File: src/rtl/dmem_arbiter_pkg.sv
// rtl/dmem_arbiter_pkg.sv - shared state encoding, default widths and tie-break helper for dmem_arbiter
package dmem_arbiter_pkg;

    localparam int DEF_ADDR_W = 32;
    localparam int DEF_DATA_W = 32;

    typedef enum logic [1:0] {
        IDLE  = 2'd0,
        GNT_C = 2'd1,
        GNT_L = 2'd2
    } state_e;

    // prefer_l only matters when both ports are requesting.
    function automatic state_e arb_pick(input logic req_c, input logic req_l, input logic prefer_l);
        if (req_c && req_l) begin
            return prefer_l ? GNT_L : GNT_C;
        end else if (req_c) begin
            return GNT_C;
        end else if (req_l) begin
            return GNT_L;
        end
        return IDLE;
    endfunction

endpackage

File: src/rtl/dmem_arbiter.sv
// rtl/dmem_arbiter.sv - two-requester (core / loader) arbiter onto a single-port data memory
module dmem_arbiter
    import dmem_arbiter_pkg::*;
#(
    parameter int ADDR_W = DEF_ADDR_W,
    parameter int DATA_W = DEF_DATA_W
) (
    input  logic              clk,
    input  logic              rst,
    input  logic              req_c,
    input  logic              we_c,
    input  logic [ADDR_W-1:0] addr_c,
    input  logic [DATA_W-1:0] wdata_c,
    input  logic              req_l,
    input  logic              we_l,
    input  logic [ADDR_W-1:0] addr_l,
    input  logic [DATA_W-1:0] wdata_l,
    output logic              gnt_c,
    output logic              gnt_l,
    output logic              rvalid_c,
    output logic              rvalid_l,
    output logic [DATA_W-1:0] rdata,
    output logic              stall_c,
    output logic              mem_en,
    output logic              mem_we,
    output logic [ADDR_W-1:0] mem_addr,
    output logic [DATA_W-1:0] mem_wdata,
    input  logic [DATA_W-1:0] mem_rdata
);

    state_e state_q, state_d;
    logic   last_l_q, last_l_d;
    logic   rd_pend_c_q, rd_pend_c_d;
    logic   rd_pend_l_q, rd_pend_l_d;

    always_ff @(posedge clk or posedge rst) begin
        if (rst) begin
            state_q     <= IDLE;
            last_l_q    <= 1'b0;
            rd_pend_c_q <= 1'b0;
            rd_pend_l_q <= 1'b0;
        end else begin
            state_q     <= state_d;
            last_l_q    <= last_l_d;
            rd_pend_c_q <= rd_pend_c_d;
            rd_pend_l_q <= rd_pend_l_d;
        end
    end

    // A GNT state only issues if its requester is still asserting; a requester that
    // kept req high through its grant cycle is taken as presenting a new transaction,
    // which is what allows back-to-back grants without an IDLE bubble.
    always_comb begin
        state_d   = state_q;
        last_l_d  = last_l_q;
        gnt_c     = 1'b0;
        gnt_l     = 1'b0;
        mem_en    = 1'b0;
        mem_we    = 1'b0;
        mem_addr  = addr_c;
        mem_wdata = wdata_c;
        case (state_q)
            IDLE: begin
                // Out of IDLE (including the first decision after reset) the core wins a tie.
                state_d = arb_pick(req_c, req_l, 1'b0);
            end
            GNT_C: begin
                gnt_c    = req_c;
                mem_en   = req_c;
                mem_we   = req_c & we_c;
                last_l_d = 1'b0;
                state_d  = arb_pick(req_c, req_l, ~last_l_d);
            end
            GNT_L: begin
                gnt_l     = req_l;
                mem_en    = req_l;
                mem_we    = req_l & we_l;
                mem_addr  = addr_l;
                mem_wdata = wdata_l;
                last_l_d  = 1'b1;
                state_d   = arb_pick(req_c, req_l, ~last_l_d);
            end
            default: begin
                state_d = IDLE;
            end
        endcase
    end

    assign rd_pend_c_d = gnt_c & ~we_c;
    assign rd_pend_l_d = gnt_l & ~we_l;

    assign rvalid_c = rd_pend_c_q;
    assign rvalid_l = rd_pend_l_q;
    assign rdata    = mem_rdata;
    assign stall_c  = req_c & ~gnt_c;

endmodule

File: config.mk
export PLATFORM = sky130hd
export DESIGN_NAME = dmem_arbiter
export DESIGN_NICKNAME = d
export VERILOG_FILES = /design/src/rtl/dmem_arbiter_pkg.sv /design/src/rtl/dmem_arbiter.sv
export SDC_FILE = /design/constraint.sdc
export NUM_CORES = 1
export LEC_CHECK = 0
export BUFFER_PORTS_ARGS = -buffer_cell sky130_fd_sc_hd__buf_2
export CAP_MARGIN = 20
export CORE_AREA = 2 2 105 107
export CTS_CLUSTER_DIAMETER = 50
export DETAILED_ROUTE_END_ITERATION = 10
export DIE_AREA = 0 0 107 109
export PLACE_DENSITY_LB_ADDON = 0.15
export SLEW_MARGIN = 10
export SYNTH_ARGS = -nofsm -noshare
export SYNTH_HDL_FRONTEND = slang
export SYNTH_SLANG_ARGS = --single-unit
File: constraint.sdc
create_clock -name clk -period 1.6 [get_ports clk]
set_input_delay 0 -clock clk [delete_from_list [all_inputs] [get_ports clk]]
set_output_delay 0 -clock clk [all_outputs]
set_load 0.1 [all_outputs]
==> metrics, run 1 <==
Pwr Density=~1400 nW/um^2; Worst setup EP type=output port; GRT overflow=0; final WL=around 6600 um; synthesized instance count=130; most frequent cells in the layout=135 x buf_2, 73 x buf_12, 56 x mux2_4, 8 x mux2_2, 6 x buf_16; Hold WC Path Type=input port to output port; outcome=finished with violations; Max Fclk=between 500 and 600 MHz; full die area=around 12,000 um^2; pin count of the biggest net entering global routing=10; initial antenna violation count=0; RSZ-0062 raised after global routing=true; worst hold slack=approximately 0.000028 ns; clock sink count=4; critical path class=flop to output port; Area contributors post-synth=mux2_2 57%, buf_4 19%, dfrtp_1 7.9%; WP buf/inv=4; die width=between 100 and 150 um; LEAKAGE=slightly below 2 nW; Synth warnings=0; cell taking the most area after synthesis=mux2_2; Multi-input gate area=around 1100 um^2; dpl ws=between 0.04 and 0.05 ns; root buf cell=clkbuf_8; routed length per instance=between 10 and 15 um; crit share post-route=106%; Final min period=roughly 1.7 ns; worst slew pin tran=between 0.4 and 0.5 ns; placed cells=~440; Vias/cell=roughly 3.8; fin. max-slew vios=0; number of global-route vias before repair=approximately 1,900; Peak VDD IR=0.482 mV; Syn Std Cell Area=about 1300 um^2; most common cell after layout, fill and taps aside=buf_2; vias=around 1,700; total nets after synthesis=300; crit path cell chain=ha_4 -> buf_6 -> buf_12 -> buf_16 -> mux2_4 -> buf_12; final setup vio count=57; Max-Cap Viols=0; WP data required=roughly 1.6 ns; Avg Inst Size Synth=9.78 um^2; CTS tree=done; Netlist cell types=16; IO buf count=about 200; Rows=38; share of post-route cells with drive strength above 1=a little over nine tenths; global-route wire length before repair=about 9600 um; Initial Util=12.0%; Chip Height=roughly 110 um; Skew-Pair Late Insertion Delay=0.21 ns; total CTS buffers=3; Std-Cell Core Area=10,600 um^2; CTS Buffer Depth=2; Clk pin slew, worst setup/hold paths=about 0.030 ns; #FFs+latches synth=4; share of Yosys cell area claimed by the top area cell type=56.7%; Top Ports=about 270; GPL Wtd Cong=approximately 0.67; crit path max-delay cell type=dfrtp_1; Sequential Area=about 100 um^2; Filler Cell Count=between 1,000 and 1,500; crit-path max cell delay=around 0.4 ns; Worst EP arrival=1.70 ns; failing checks=negative setup slack; Setup Skew=0.00177 ns; 1st-pass router iterations=3; Non-Filler Instances=between 400 and 500; Final HPWL DP=just under 5000 um; share of the yosys chip area belonging to registers=approximately 7.9%; antenna-violating nets left=0; DR iter-0 viols=36; Residual DRC=0; critical path launch point type=flop; nets=~490; synthesis-to-layout area growth=205%; CTS HTree Levels=1; Worst slew margin=approximately 68%; final setup margin=-0.0953 ns; CP Max Fanout=5; GRT Overall Usage=a little over a tenth; CP dominant cell by count=buf_12; final hold viol count=0; CP delay by family, top=buffers and inverters; Antenna Cells=0
metrics by stage:
stage               setup TNS [ns]  area [um^2]  util [%]  power, mW
floorplan                 -0.00108         1320         -       3.33
global placement                 0         3290      31.0       4.43
detailed placement               0         3290      31.0       4.44
CTS                          -4.12         3880      36.6       5.32
global route                 -6.19         3870      36.5       5.43
finish                       -2.90         3870      36.5       5.25
where the power goes:
part	internal [mW]	leakage (nW)	switching (mW)
Combinational	2.03	1.87	2.89
Sequential	0.119	0.0533	0.0128
Clock	0.160	0.0216	0.0438
state kept, by name (all words and copies together) (netlist names):
register,cells
state_q,2
rvalid_c,1
rvalid_l,1
final cells by class:
class                           instances  area share [%]
Tap cell                              140            4.52
Timing Repair Buffer                  225            62.0
Sequential cell                         4            2.58
Multi-Input combinational cell         81            29.1
Inverter                                6           0.678
Clock buffer                            3            1.07
cell families (layout without fill, tap and decap cells):
group / after synthesis / in the layout / share of synthesized area, %
flops: 4 / 4 / 7.87
simple gates: 10 / 10 / 4.53
compound gates: 3 / 3 / 1.87
mux: 64 / 64 / 56.7
fa+ha+maj: 4 / 4 / 3.94
buf+inv: 45 / 234 / 25.1
repair_timing:
action | CTS | global route
pin swaps | 4 | 0
cloned | 7 | 0
resized for setup | 75 | 2
hold buffers | 3 | 0
buffers inserted | 10 | 1
endpoints found under the hold margin | 6 | 0
endpoints found under the setup margin | 66 | 70
per-layer routing:
layer  GRT usage (%)  up-vias  wire, um
met5               0        -         0
met4            1.86        0        59
met3            2.27       14       604
met2            20.2      111      3680
met1            11.7      805      2270
li1                -      805         -
path summary, 6_finish.rpt:
path	end	from	cells after the start	slack, ns
hold reg to reg	state_q[1]$_DFF_PP0_	state_q[1]$_DFF_PP0_	3	0.81
hold / removal	rdata[0]	mem_rdata[0]	0	0.00003
min in group asynchronous	state_q[0]$_DFF_PP0_	rst	3	0.21
setup / recovery	mem_addr[0]	state_q[1]$_DFF_PP0_	6	-0.1
max in group asynchronous	rvalid_l$_DFF_PP0_	rst	3	1.25
setup reg to reg	state_q[1]$_DFF_PP0_	state_q[1]$_DFF_PP0_	6	0.11
synthesized netlist by cell type:
cell and number:
inv_1 6, mux2_2 64, nor4b_2 1, ha_1 4, buf_2 3, a21boi_1 1
nand2_2 1, nor3_1 1, nor2b_1 2, nand2_1 3, dfrtp_1 4, o311a_1 1
nor2_1 2, buf_6 3, o22ai_1 1, buf_4 33
No activity file was read; power rests on OpenSTA's default activity.
==> run 2, diff against run 1 <==
--- a/config.mk
+++ b/config.mk
@@ -11,7 +11,7 @@
 export CTS_CLUSTER_DIAMETER = 50
 export DETAILED_ROUTE_END_ITERATION = 10
 export DIE_AREA = 0 0 107 109
-export PLACE_DENSITY_LB_ADDON = 0.15
+export PLACE_DENSITY = 0.46
 export SLEW_MARGIN = 10
 export SYNTH_ARGS = -nofsm -noshare
 export SYNTH_HDL_FRONTEND = slang
==> run 2 against run 1 <==
The flow still finishes with violations (negative setup slack). Fmax fell by 1.1%. Wire length grew 14%. Count of clock-buffer cells in the layout unchanged. Sequential power hardly changed. Flip-flop and latch count unchanged. Critical path type unchanged. Critical endpoint is now mem_addr[6].
==> metrics, run 2 (synthesized netlist as in run 1, its figures left out) <==
Std-Cell Core Area=10,600 um^2 (unchanged); Placed Area=3290 um^2 (unchanged); routed length per instance=16.1 um (was 14.4 um); fin. max-slew vios=0 (unchanged); nets=498 (was 491); Final HPWL DP=5220 um (was 4910 um); CTS tree=done (unchanged); final hold viol count=0 (unchanged); Rows=38 (unchanged); final setup margin=-0.114 ns (was -0.0953 ns); R2R depth=7 (was 6); largest reg by FF count=state_q (unchanged); Setup Skew=0.00184 ns (was 0.00177 ns); Skew-Pair Late Insertion Delay=0.21 ns (about the same); synthesis-to-layout area growth=220% (was 205%); pin count of the biggest net entering global routing=11 (was 10); root buf cell=clkbuf_8 (unchanged); final WL=7520 um (was 6610 um); Residual DRC=0 (unchanged); crit share post-route=107% (was 106%); max FFs per register=2 (unchanged); final setup vio count=59 (was 57); Pwr Density=1360 nW/um^2 (about the same); Max Fclk=584 MHz (was 590 MHz); DR iter-0 viols=40 (was 36); Chip Height=109 um (unchanged); initial antenna violation count=0 (unchanged); vias=1,759 (was 1,735); 1st-pass router iterations=4 (was 3); number of global-route vias before repair=1,854 (was 1,873); CTS HTree Levels=1 (unchanged); Vias/cell=3.77 (was 3.78); IO buf count=204 (unchanged); Initial Util=12.0% (unchanged); Final TNS setup=-5.70 ns (was -2.90 ns); full die area=11,700 um^2 (unchanged); failing checks=negative setup slack (unchanged); Clk pin slew, worst setup/hold paths=0.03 ns (about the same); GRT overflow=0 (unchanged); WL met2=3970 um (was 3680 um); Hold Crit Depth=0 (unchanged); share of post-route cells with drive strength above 1=94.2% (was 93.7%); total CTS buffers=3 (unchanged); final instance area=4060 um^2 (was 3870 um^2); Peak VDD IR=0.739 mV (was 0.482 mV); die width=107 um (unchanged); Top Ports=269 (unchanged); Worst EP arrival=1.71 ns (was 1.70 ns); antenna-violating nets left=0 (unchanged); Hold WC Path Type=input port to output port (unchanged); most frequent cells in the layout=135 x buf_2, 74 x buf_12, 64 x mux2_4, 9 x buf_16, 7 x buf_4 (was 135 x buf_2, 73 x buf_12, 56 x mux2_4, 8 x mux2_2, 6 x buf_16); Met1 Wirelength=2950 um (was 2270 um); LEAKAGE=2.03 nW (was 1.94 nW); Antenna Cells=0 (unchanged); outcome=finished with violations (unchanged); WP data required=1.60 ns (about the same); worst slew pin tran=0.490 ns (was 0.487 ns); CP Depth=7 (was 6); CTS Buffer Depth=2 (unchanged); Worst setup EP type=output port (unchanged); GRT Overall Usage=11.5% (was 10.4%); crit-path max cell delay=0.39 ns (was 0.40 ns); clock sink count=4 (unchanged); most common cell after layout, fill and taps aside=buf_2 (unchanged); Final min period=1.71 ns (was 1.70 ns); Max-Cap Viols=0 (unchanged); DR top layer=met4 (unchanged); critical path class=flop to output port (unchanged); Worst slew margin=67.6% (was 67.7%); global-route wire length before repair=10,300 um (was 9560 um); CP Max Fanout=8 (was 5); GPL Wtd Cong=0.816 (was 0.666); WP buf/inv=5 (was 4); RSZ-0062 raised after global routing=true (unchanged); met3 WL post-DR=560 um (was 604 um); critical path launch point type=flop (unchanged); crit path cell chain=inv_2 -> ha_4 -> buf_12 -> buf_12 -> buf_12 -> mux2_4 -> buf_12 (was ha_4 -> buf_6 -> buf_12 -> buf_16 -> mux2_4 -> buf_12); CP dominant cell by count=buf_12 (unchanged); crit path max-delay cell type=dfrtp_1 (unchanged); CP delay by family, top=buffers and inverters (unchanged)
-- run 2: changes by cell type in the layout (fill, tap and decap cells not counted), sizes merged --
cell	previous run	this run
buf	222	228
clkbuf	3	4
-- run 2: area by class of cell --
type	instances	area, um^2
clock buffer	3	41.3
fill	1010	6540
inverter	6	26.3
multi-input combinational	81	1170
sequential	4	100
tap	140	175
timing repair buffer	232	2550
-- run 2: power breakdown --
part / switching (mW) / total (mW) / internal, mW
combinational: 2.98 / 5.18 / 2.20
sequential: 0.0139 / 0.132 / 0.118
clock: 0.0499 / 0.210 / 0.160
total: 3.04 / 5.52 / 2.48
-- run 2: worst paths after layout --
kind | from | to | slack [ns]
max | state_q[0]$_DFF_PP0_ | mem_addr[6] | -0.11
min | mem_rdata[29] | rdata[29] | 0.00004
max reg2reg | state_q[0]$_DFF_PP0_ | state_q[0]$_DFF_PP0_ | 0.07
min reg2reg | state_q[0]$_DFF_PP0_ | state_q[1]$_DFF_PP0_ | 0.80
max in group asynchronous | rst | rvalid_l$_DFF_PP0_ | 1.24
min in group asynchronous | rst | state_q[0]$_DFF_PP0_ | 0.21
-- run 2: per-layer routing --
| layer | up-vias | GRT usage [%] |
|---|---|---|
| met4 | 0 | 1.95 |
| met2 | 111 | 21.2 |
| li1 | 821 | - |
| met5 | - | 0 |
| met3 | 8 | 1.79 |
| met1 | 819 | 14.3 |
-- run 2: timing repair --
item | CTS | global route
gates resized for setup | 83 | 2
cloned | 9 | 1
endpoints found under the setup margin | 66 | 69
buffers inserted | 13 | 2
endpoints found under the hold margin | 6 | 0
pin swaps | 3 | 1
hold buffers | 3 | 0
-- run 2: stage by stage --
step | util [%] | worst slack [ns] | total power, mW | instances | hold slack, ns
2_1_floorplan | - | -0.00108 | 3.33 | 130 | -0.234
3_3_place_gp | 31.0 | 0.0821 | 4.42 | 437 | -0.118
3_5_place_dp | 31.0 | 0.0487 | 4.45 | 437 | -0.115
4_1_cts | 38.0 | -0.107 | 5.52 | 464 | 0.000681
5_1_grt | 38.3 | -0.158 | 5.68 | 466 | 0.000143
6_report | 38.3 | -0.114 | 5.52 | 466 | 0.0000439
==> run 3, diff against run 2 <==
--- a/config.mk
+++ b/config.mk
@@ -6,12 +6,13 @@
 export NUM_CORES = 1
 export LEC_CHECK = 0
 export BUFFER_PORTS_ARGS = -buffer_cell sky130_fd_sc_hd__buf_2
-export CAP_MARGIN = 20
+export CAP_MARGIN = 0
 export CORE_AREA = 2 2 105 107
 export CTS_CLUSTER_DIAMETER = 50
 export DETAILED_ROUTE_END_ITERATION = 10
 export DIE_AREA = 0 0 107 109
 export PLACE_DENSITY = 0.46
+export SETUP_SLACK_MARGIN = 0.15
 export SLEW_MARGIN = 10
 export SYNTH_ARGS = -nofsm -noshare
 export SYNTH_HDL_FRONTEND = slang
==> run 3 against run 2 <==
The flow still finishes with violations (negative setup slack). Wire length shrank 15%. Global-route usage decreased by 2.3 points. Critical endpoint is now mem_addr[4]. Total power is 5.4% lower.
==> metrics, run 3 (synthesized netlist as in run 1, its figures left out) <==
Skew-Pair Late Insertion Delay=0.22 ns (was 0.21 ns); critical path class=flop to output port (unchanged); Critical R2R Launch=state_q[1]$_DFF_PP0_ (was state_q[0]$_DFF_PP0_); pin count of the biggest net entering global routing=15 (was 11); crit share post-route=104% (was 107%); Antenna Cells=0 (unchanged); GRT overflow=0 (unchanged); Vias/cell=3.74 (was 3.77); final hold viol count=0 (unchanged); Worst EP arrival=1.66 ns (was 1.71 ns); most common cell after layout, fill and taps aside=buf_2 (unchanged); Max Fclk=601 MHz (was 584 MHz); Hold Crit Depth=0 (unchanged); Worst setup EP type=output port (unchanged); Final min period=1.66 ns (was 1.71 ns); number of global-route vias before repair=1,847 (was 1,854); fin. max-slew vios=0 (unchanged); r2r endpoint=state_q[0]$_DFF_PP0_ (unchanged); R2R setup slack=0.20 ns (was 0.07 ns); HP Start=mem_rdata[14] (was mem_rdata[29]); routed length per instance=14.0 um (was 16.1 um); failing checks=negative setup slack (unchanged); Hold Path Sink=rdata[14] (was rdata[29]); share of post-route cells with drive strength above 1=93.7% (was 94.2%); critical path launch point type=flop (unchanged); crit path cell chain=inv_2 -> ha_4 -> buf_6 -> clkbuf_16 -> mux2_4 -> buf_12 (was inv_2 -> ha_4 -> buf_12 -> buf_12 -> buf_12 -> mux2_4 -> buf_12); vias=1,715 (was 1,759); Residual DRC=0 (unchanged); Chip Height=109 um (unchanged); Setup Skew=0.00206 ns (was 0.00184 ns); synthesis-to-layout area growth=204% (was 220%); Top Ports=269 (unchanged); most frequent cells in the layout=135 x buf_2, 73 x buf_12, 56 x mux2_4, 8 x mux2_2, 5 x buf_4 (was 135 x buf_2, 74 x buf_12, 64 x mux2_4, 9 x buf_16, 7 x buf_4); worst slew pin tran=0.489 ns (was 0.490 ns); crit path max-delay cell type=dfrtp_1 (unchanged); clock sink count=4 (unchanged); final WL=6410 um (was 7520 um); Final HPWL DP=4330 um (was 5220 um); crit-path max cell delay=0.38 ns (was 0.39 ns); nets=491 (was 498); initial antenna violation count=0 (unchanged); Std-Cell Core Area=10,600 um^2 (unchanged); total CTS buffers=3 (unchanged); final setup margin=-0.0649 ns (was -0.114 ns); Rows=38 (unchanged); full die area=11,700 um^2 (unchanged); RSZ-0062 raised after global routing=true (unchanged); Initial Util=12.0% (unchanged); CTS tree=done (unchanged); LEAKAGE=1.93 nW (was 2.03 nW); Clk pin slew, worst setup/hold paths=0.03 ns (about the same); WP data required=1.60 ns (about the same); GPL Wtd Cong=0.650 (was 0.816); DR iter-0 viols=29 (was 40); CTS Buffer Depth=2 (unchanged); Hold WC Path Type=input port to output port (unchanged); root buf cell=clkbuf_8 (unchanged); Final TNS setup=-2.21 ns (was -5.70 ns); IO buf count=204 (unchanged); Pwr Density=1350 nW/um^2 (was 1360 nW/um^2); CTS HTree Levels=1 (unchanged); R2R depth=4 (was 7); final setup vio count=55 (was 59); 1st-pass router iterations=4 (unchanged); outcome=finished with violations (unchanged); CP Max Fanout=7 (was 8); die width=107 um (unchanged); max FFs per register=2 (unchanged); global-route wire length before repair=8670 um (was 10,300 um); GRT Overall Usage=9.26% (was 11.5%); antenna-violating nets left=0 (unchanged); final core utilization=36.5% (was 38.3%); Peak VDD IR=0.645 mV (was 0.739 mV); Worst slew margin=67.7% (was 67.6%); Max-Cap Viols=0 (unchanged); largest reg by FF count=state_q (unchanged)
==> run 3: critical path, delay by kind of cell, from the launching register on <==
kind                     cells  cell delay (ns)
flip-flops                   1             0.38
multiplexers                 1             0.32
buffers and inverters        4             0.56
adder cells (fa/ha/maj)      1             0.20
==> run 3: report_power, final <==
group | leakage [nW] | internal (mW) | switching (mW)
logic | 1.86 | 2.02 | 2.87
clock network | 0.0216 | 0.160 | 0.0494
registers | 0.0533 | 0.118 | 0.0140
total | 1.93 | 2.29 | 2.93
==> run 3: timing repair <==
item / in CTS / in global routing
resized for setup: 178 / 71
endpoints found under the hold margin: 6 / 0
buffers inserted: 7 / 0
cloned: 4 / 1
setup endpoints to repair: 70 / 69
hold buffers: 3 / 0
==> run 3: per-stage QoR <==
step	worst slack, ns	total power, mW	hold slack [ns]	instances	cell area [um^2]
after detailed placement	0.0545	3.79	-0.107	441	2680
after global placement	0.0800	3.78	-0.111	441	2680
after floorplan	0.0163	3.42	-0.234	130	1410
after global routing	-0.135	5.39	0.000226	459	3870
final	-0.0649	5.23	0.0000439	459	3870
after CTS	-0.0973	4.90	0.000681	458	3540
==> run 3: worst max path at each step <==
stage	from	end	slack (ns)	cells after the start
after floorplan	state_q[0]$_DFF_PP0_	mem_we	0.02	6
after global placement	state_q[0]$_DFF_PP0_	mem_addr[24]	0.08	5
after detailed placement	state_q[0]$_DFF_PP0_	mem_addr[2]	0.05	5
after CTS	state_q[0]$_DFF_PP0_	mem_wdata[21]	-0.1	6
after global routing	state_q[0]$_DFF_PP0_	mem_wdata[20]	-0.14	6
final	state_q[0]$_DFF_PP0_	mem_addr[4]	-0.06	6
==> run 3: per-layer routing <==
metal | GRT usage [%] | up-vias | wire (um)
met4 | 2.13 | 0 | 24
met3 | 3.29 | 4 | 712
met1 | 9.78 | 777 | 2170
li1 | - | 800 | -
met2 | 17.6 | 134 | 3500
met5 | 0 | - | 0
==> run 3: layout make-up <==
cell class	count	area (um^2)
clock buffers	3	41.3
inverters	6	26.3
repair buffers	225	2390
multi-input cells	81	1140
well taps	140	175
flip-flops and latches	4	100
fillers	1011	6740
